## config.mk

```make
export PLATFORM = sky130hd
export DESIGN_NAME = block_arbiter
export DESIGN_NICKNAME = d
export VERILOG_FILES = /design/src/rtl/block_arbiter.sv
export SDC_FILE = /design/constraint.sdc
export NUM_CORES = 1
export LEC_CHECK = 0
export ABC_CLOCK_PERIOD_IN_PS = 2820
export BUFFER_PORTS_ARGS = -buffer_cell sky130_fd_sc_hd__buf_2
export CORE_MARGIN = 3
export CORE_UTILIZATION = 35
export CTS_CLUSTER_DIAMETER = 50
export DETAILED_ROUTE_END_ITERATION = 10
export GPL_TIMING_DRIVEN = 0
export PLACE_DENSITY = 0.61
export SYNTH_ARGS = -nofsm -noshare
export SYNTH_HDL_FRONTEND = slang
export SYNTH_SLANG_ARGS = --single-unit
```

## constraint.sdc

```tcl
create_clock -name clk -period 2.82 [get_ports clk]
set_input_delay 0.564 -clock clk [delete_from_list [all_inputs] [get_ports clk]]
set_output_delay 0.564 -clock clk [all_outputs]
set_load 0.02 [all_outputs]
```

## src/rtl/block_arbiter.sv

```systemverilog
// Round-robin arbiter sharing one `block` logic cell between two requesters, with a valid/ready result port.
// Optional self-test sweep of all 16 cell input codes is enabled by defining BLOCK_ARB_SWEEP_EN.
module block_arbiter (
  input  logic        clk,
  input  logic        rst,
  input  logic [1:0]  req,
  input  logic [1:0]  opnd0,
  input  logic [1:0]  opnd1,
  input  logic [1:0]  sel0,
  input  logic [1:0]  sel1,
  output logic [1:0]  gnt,
  output logic        rsp_valid,
  output logic        rsp_id,
  output logic [1:0]  rsp_data,
  input  logic        rsp_ready
`ifdef BLOCK_ARB_SWEEP_EN
  ,
  input  logic        sweep_start,
  output logic        sweep_done,
  output logic [31:0] sweep_vec
`endif
);

`ifdef BLOCK_ARB_SWEEP_EN
  typedef enum logic [1:0] {IDLE = 2'd0, EXEC = 2'd1, RESP = 2'd2, SWEEP = 2'd3} state_t;
`else
  typedef enum logic [1:0] {IDLE = 2'd0, EXEC = 2'd1, RESP = 2'd2} state_t;
`endif

  // opnd = {I0,I1}, sel = {S0,S1}; result = {O0,O1}
  function automatic logic [1:0] cell_eval(input logic [1:0] opnd, input logic [1:0] sel);
    logic a;
    logic b;
    logic c;
    a = sel[0] | opnd[1];
    b = sel[1] & opnd[0];
    c = a ^ b;
    cell_eval = {(sel[1] ? (a | b) : c), (sel[0] ? c : (a & b))};
  endfunction

  state_t     state_r;
  logic       last_r;
  logic [3:0] op_r;
  logic       win_s;
  logic [3:0] cell_in_s;
  logic [1:0] cell_out_s;
`ifdef BLOCK_ARB_SWEEP_EN
  logic [4:0] sweep_cnt_r;
`endif

  // Round-robin winner: on a tie the requester that was not served last wins
  always_comb begin
    win_s = 1'b0;
    if (req == 2'b11) begin
      win_s = ~last_r;
    end else begin
      win_s = req[1];
    end
  end

  // Single shared cell, fed from the sweep counter while sweeping
  always_comb begin
    cell_in_s = op_r;
`ifdef BLOCK_ARB_SWEEP_EN
    if (state_r == SWEEP) begin
      cell_in_s = sweep_cnt_r[3:0];
    end else begin
      cell_in_s = op_r;
    end
`endif
  end

  assign cell_out_s = cell_eval(cell_in_s[3:2], cell_in_s[1:0]);

  // Transaction FSM with registered grant and response outputs
  always_ff @(posedge clk or posedge rst) begin
    if (rst) begin
      state_r   <= IDLE;
      last_r    <= 1'b1;
      op_r      <= 4'd0;
      gnt       <= 2'b00;
      rsp_valid <= 1'b0;
      rsp_id    <= 1'b0;
      rsp_data  <= 2'b00;
`ifdef BLOCK_ARB_SWEEP_EN
      sweep_cnt_r <= 5'd0;
      sweep_done  <= 1'b0;
      sweep_vec   <= 32'd0;
`endif
    end else begin
`ifdef BLOCK_ARB_SWEEP_EN
      sweep_done <= 1'b0;
`endif
      case (state_r)
        IDLE: begin
`ifdef BLOCK_ARB_SWEEP_EN
          if (sweep_start) begin
            sweep_cnt_r <= 5'd0;
            state_r     <= SWEEP;
          end else
`endif
          if (req != 2'b00) begin
            op_r    <= win_s ? {opnd1, sel1} : {opnd0, sel0};
            gnt     <= win_s ? 2'b10 : 2'b01;
            last_r  <= win_s;
            state_r <= EXEC;
          end else begin
            gnt <= 2'b00;
          end
        end
        EXEC: begin
          gnt       <= 2'b00;
          rsp_data  <= cell_out_s;
          rsp_id    <= last_r;
          rsp_valid <= 1'b1;
          state_r   <= RESP;
        end
        RESP: begin
          if (rsp_valid && rsp_ready) begin
            rsp_valid <= 1'b0;
            state_r   <= IDLE;
          end else begin
            rsp_valid <= rsp_valid;
          end
        end
`ifdef BLOCK_ARB_SWEEP_EN
        // Counter bit 4 marks the extra cycle after code 15 that signals completion
        SWEEP: begin
          if (sweep_cnt_r[4]) begin
            sweep_done <= 1'b1;
            state_r    <= IDLE;
          end else begin
            sweep_vec[{sweep_cnt_r[3:0], 1'b0} +: 2] <= cell_out_s;
            sweep_cnt_r <= sweep_cnt_r + 5'd1;
          end
        end
`endif
        default: begin
          state_r <= IDLE;
        end
      endcase
    end
  end

endmodule

```

==> flow_summary.json <==
{
  "path_depth": 1,
  "diodes": 0,
  "yosys.cell_types.count": 22,
  "slew_headroom": 0.679,
  "drc_errors": 0,
  "cp-start-kind": "register",
  "ys_seq_elements": 13,
  "reg2reg_depth": 3,
  "setup-violations-final": 0,
  "synth-seq-area-share": 0.517,
  "tns_ns": 0,
  "synth_edf_count": 0,
  "grt.busiest_layer": "met2",
  "ctsResizeCount": 0,
  "cts_tree": "yes",
  "core_um2": 1590,
  "path_max_fanout": 4,
  "timing.final.crit_share": 0.499,
  "synth_area_leaders": "dfrtp_1 48%, a221o_1 4.8%, dfstp_2 4.2%, ha_1 4.0%, inv_1 3.6%",
  "dr_total_vias": 464,
  "p_leak_nw": 0.413,
  "tightestPinTransition_ns": 0.481,
  "met2_usage": 0.188,
  "place.gp.congestion": 0.693,
  "path_buf_inv": 1,
  "grt_pass1_wl_um": 1970,
  "synth_commonest_cells": "12 x dfrtp_1, 6 x inv_1, 5 x nand2_1",
  "path_cells": "buf_2",
  "htreeDepth": 1,
  "grt_start_max_net_pins": 14,
  "rsz0062_at_grt": "false",
  "grt.overflow.total": 0,
  "cp-end-kind": "primary output",
  "grtUsageMet1": 0.125,
  "syn_area_per_cell_um2": 11.9,
  "cp.required_ns": 2.26,
  "wl_um": 1150,
  "syn_inst": 53,
  "cts-root-buf": "clkbuf_4",
  "gr-usage-met3": 0.0307,
  "drtIter0Drc": 2,
  "dieArea_um2": 2350,
  "die_w_um": 48.5,
  "final_nets": 91,
  "ir_drop_v": 0.000527,
  "antenna_found_initial": 0,
  "grt.total_usage": 0.108,
  "path_class": "register to primary output",
  "numCtsBuffers": 3,
  "dp_hpwl_um": 900,
  "cts_buffer_depth": 2,
  "postSynth.asyncResetShare": 1.00,
  "port_buffers": 18,
  "syn_area_um2": 632,
  "initial_core_util": 0.396,
  "area_growth_pct": 23.2,
  "cap_violations": 0,
  "status": "finished, final reports clean",
  "synth_top_area_frac": 0.475,
  "slew_violations": 0,
  "cpPeakStageDelay_ns": 0.40,
  "final-hold-violation-count": 0,
  "wl_per_cell_um": 11.6,
  "viasPerCell": 4.69,
  "yosys_warnings": 0,
  "min_path_type": "input pin to asynchronous set/reset pin",
  "antenna_left": 0,
  "fin_crit_ns": 1.41,
  "cts_setup_buffers": 0,
  "drive_above_1_share": 0.400,
  "synth.most_common_cell": "dfrtp_1",
  "grt_pass1_vias": 466,
  "first_pass_iters": 4,
  "syn_nets": 68,
  "crit_slowest_cell": "dfrtp_1",
  "final.fill_count": 152,
  "cp_top_family": "flip-flops",
  "powerDensity_nw_per_um2": 1100,
  "synth_flop_cell": "dfrtp_1",
  "power_mw": 0.858,
  "path_clk_slew_ns": 0.08,
  "holdBufCountCts": 0,
  "clock_latency_ns": 0.28,
  "skew_ns": 0.00417,
  "die_h_um": 48.5,
  "max_freq_mhz": 711,
  "clkSinkCount": 13,
  "yosys.area.top_type": "dfrtp_1",
  "ioPinCount": 19,
  "arrival_ns": 0.84,
  "rows": 14
}
worst paths after layout:
path | slack, ns | to | from
min | 0.29 | cell_in_s[3] | rst
min reg2reg | 0.48 | rsp_data[0] | rsp_data[0]
max in group asynchronous | 2.18 | last_r | rst
min in group clk | 0.48 | rsp_data[0] | rsp_data[0]
max | 1.41 | rsp_valid | rsp_valid
max reg2reg | 1.49 | cell_in_s[0] | state_r[1]
layout by cell type (no fill, tap or decap), drive strengths merged:
cell type / Yosys / final
buf: 0 / 18
inv: 6 / 6
dfstp: 1 / 1
a21boi: 1 / 1
nor2: 4 / 4
ha: 2 / 2
a22o: 2 / 2
nand2: 5 / 5
nand2b: 1 / 1
a21o: 1 / 1
a221o: 3 / 3
mux2: 3 / 3
a21oi: 1 / 1
dfrtp: 12 / 12
nand3b: 1 / 1
clkbuf: 0 / 4
mux2i: 2 / 2
nor4: 1 / 1
and3: 3 / 3
o21ai: 4 / 4
cells by family after synthesis:
group | synth area share
mux | 0.0911
compound gates | 0.166
fa+ha+maj | 0.0396
buf+inv | 0.0356
simple gates | 0.151
flops | 0.517
final cells by class:
class | instances | area, µm² | share of cell area
Sequential cell | 13 | 327 | 0.420
Timing Repair Buffer | 18 | 90.1 | 0.116
Tap cell | 24 | 30.0 | 0.0386
Multi-Input combinational cell | 34 | 283 | 0.363
Clock buffer | 4 | 26.3 | 0.0338
Inverter | 6 | 22.5 | 0.0289
power by group:
group	switching, mW	leakage (nW)	internal, mW	total (mW)
Clock	0.0612	0.0150	0.0549	0.116
Combinational	0.191	0.239	0.176	0.366
Sequential	0.0919	0.158	0.284	0.376
Total	0.344	0.413	0.515	0.858
state kept, by name, indices dropped and copies added, names as in the netlist:
signal     flops
cell_in_s      4
state_r        2
rsp_data       2
rsp_valid      1
last_r         1
rsp_id         1
gnt            2
stage by stage:
step / util / worst slack, ns / cells / cell area (µm²) / hold slack [ns]
2_1_floorplan: - / 1.34 / 53 / 632 / 0.440
3_3_place_gp: 0.472 / 1.15 / 95 / 752 / 0.459
3_5_place_dp: 0.472 / 1.15 / 95 / 752 / 0.463
4_1_cts: 0.488 / 1.41 / 99 / 778 / 0.306
5_1_grt: 0.488 / 1.38 / 99 / 778 / 0.342
6_report: 0.488 / 1.41 / 99 / 778 / 0.286
per-layer routing:
metal	up-vias	wire [µm]
met3	3	63
met4	0	19
li1	230	-
met5	-	0
met2	16	556
met1	215	509
Note: power is estimated with default switching activity, not from simulation.
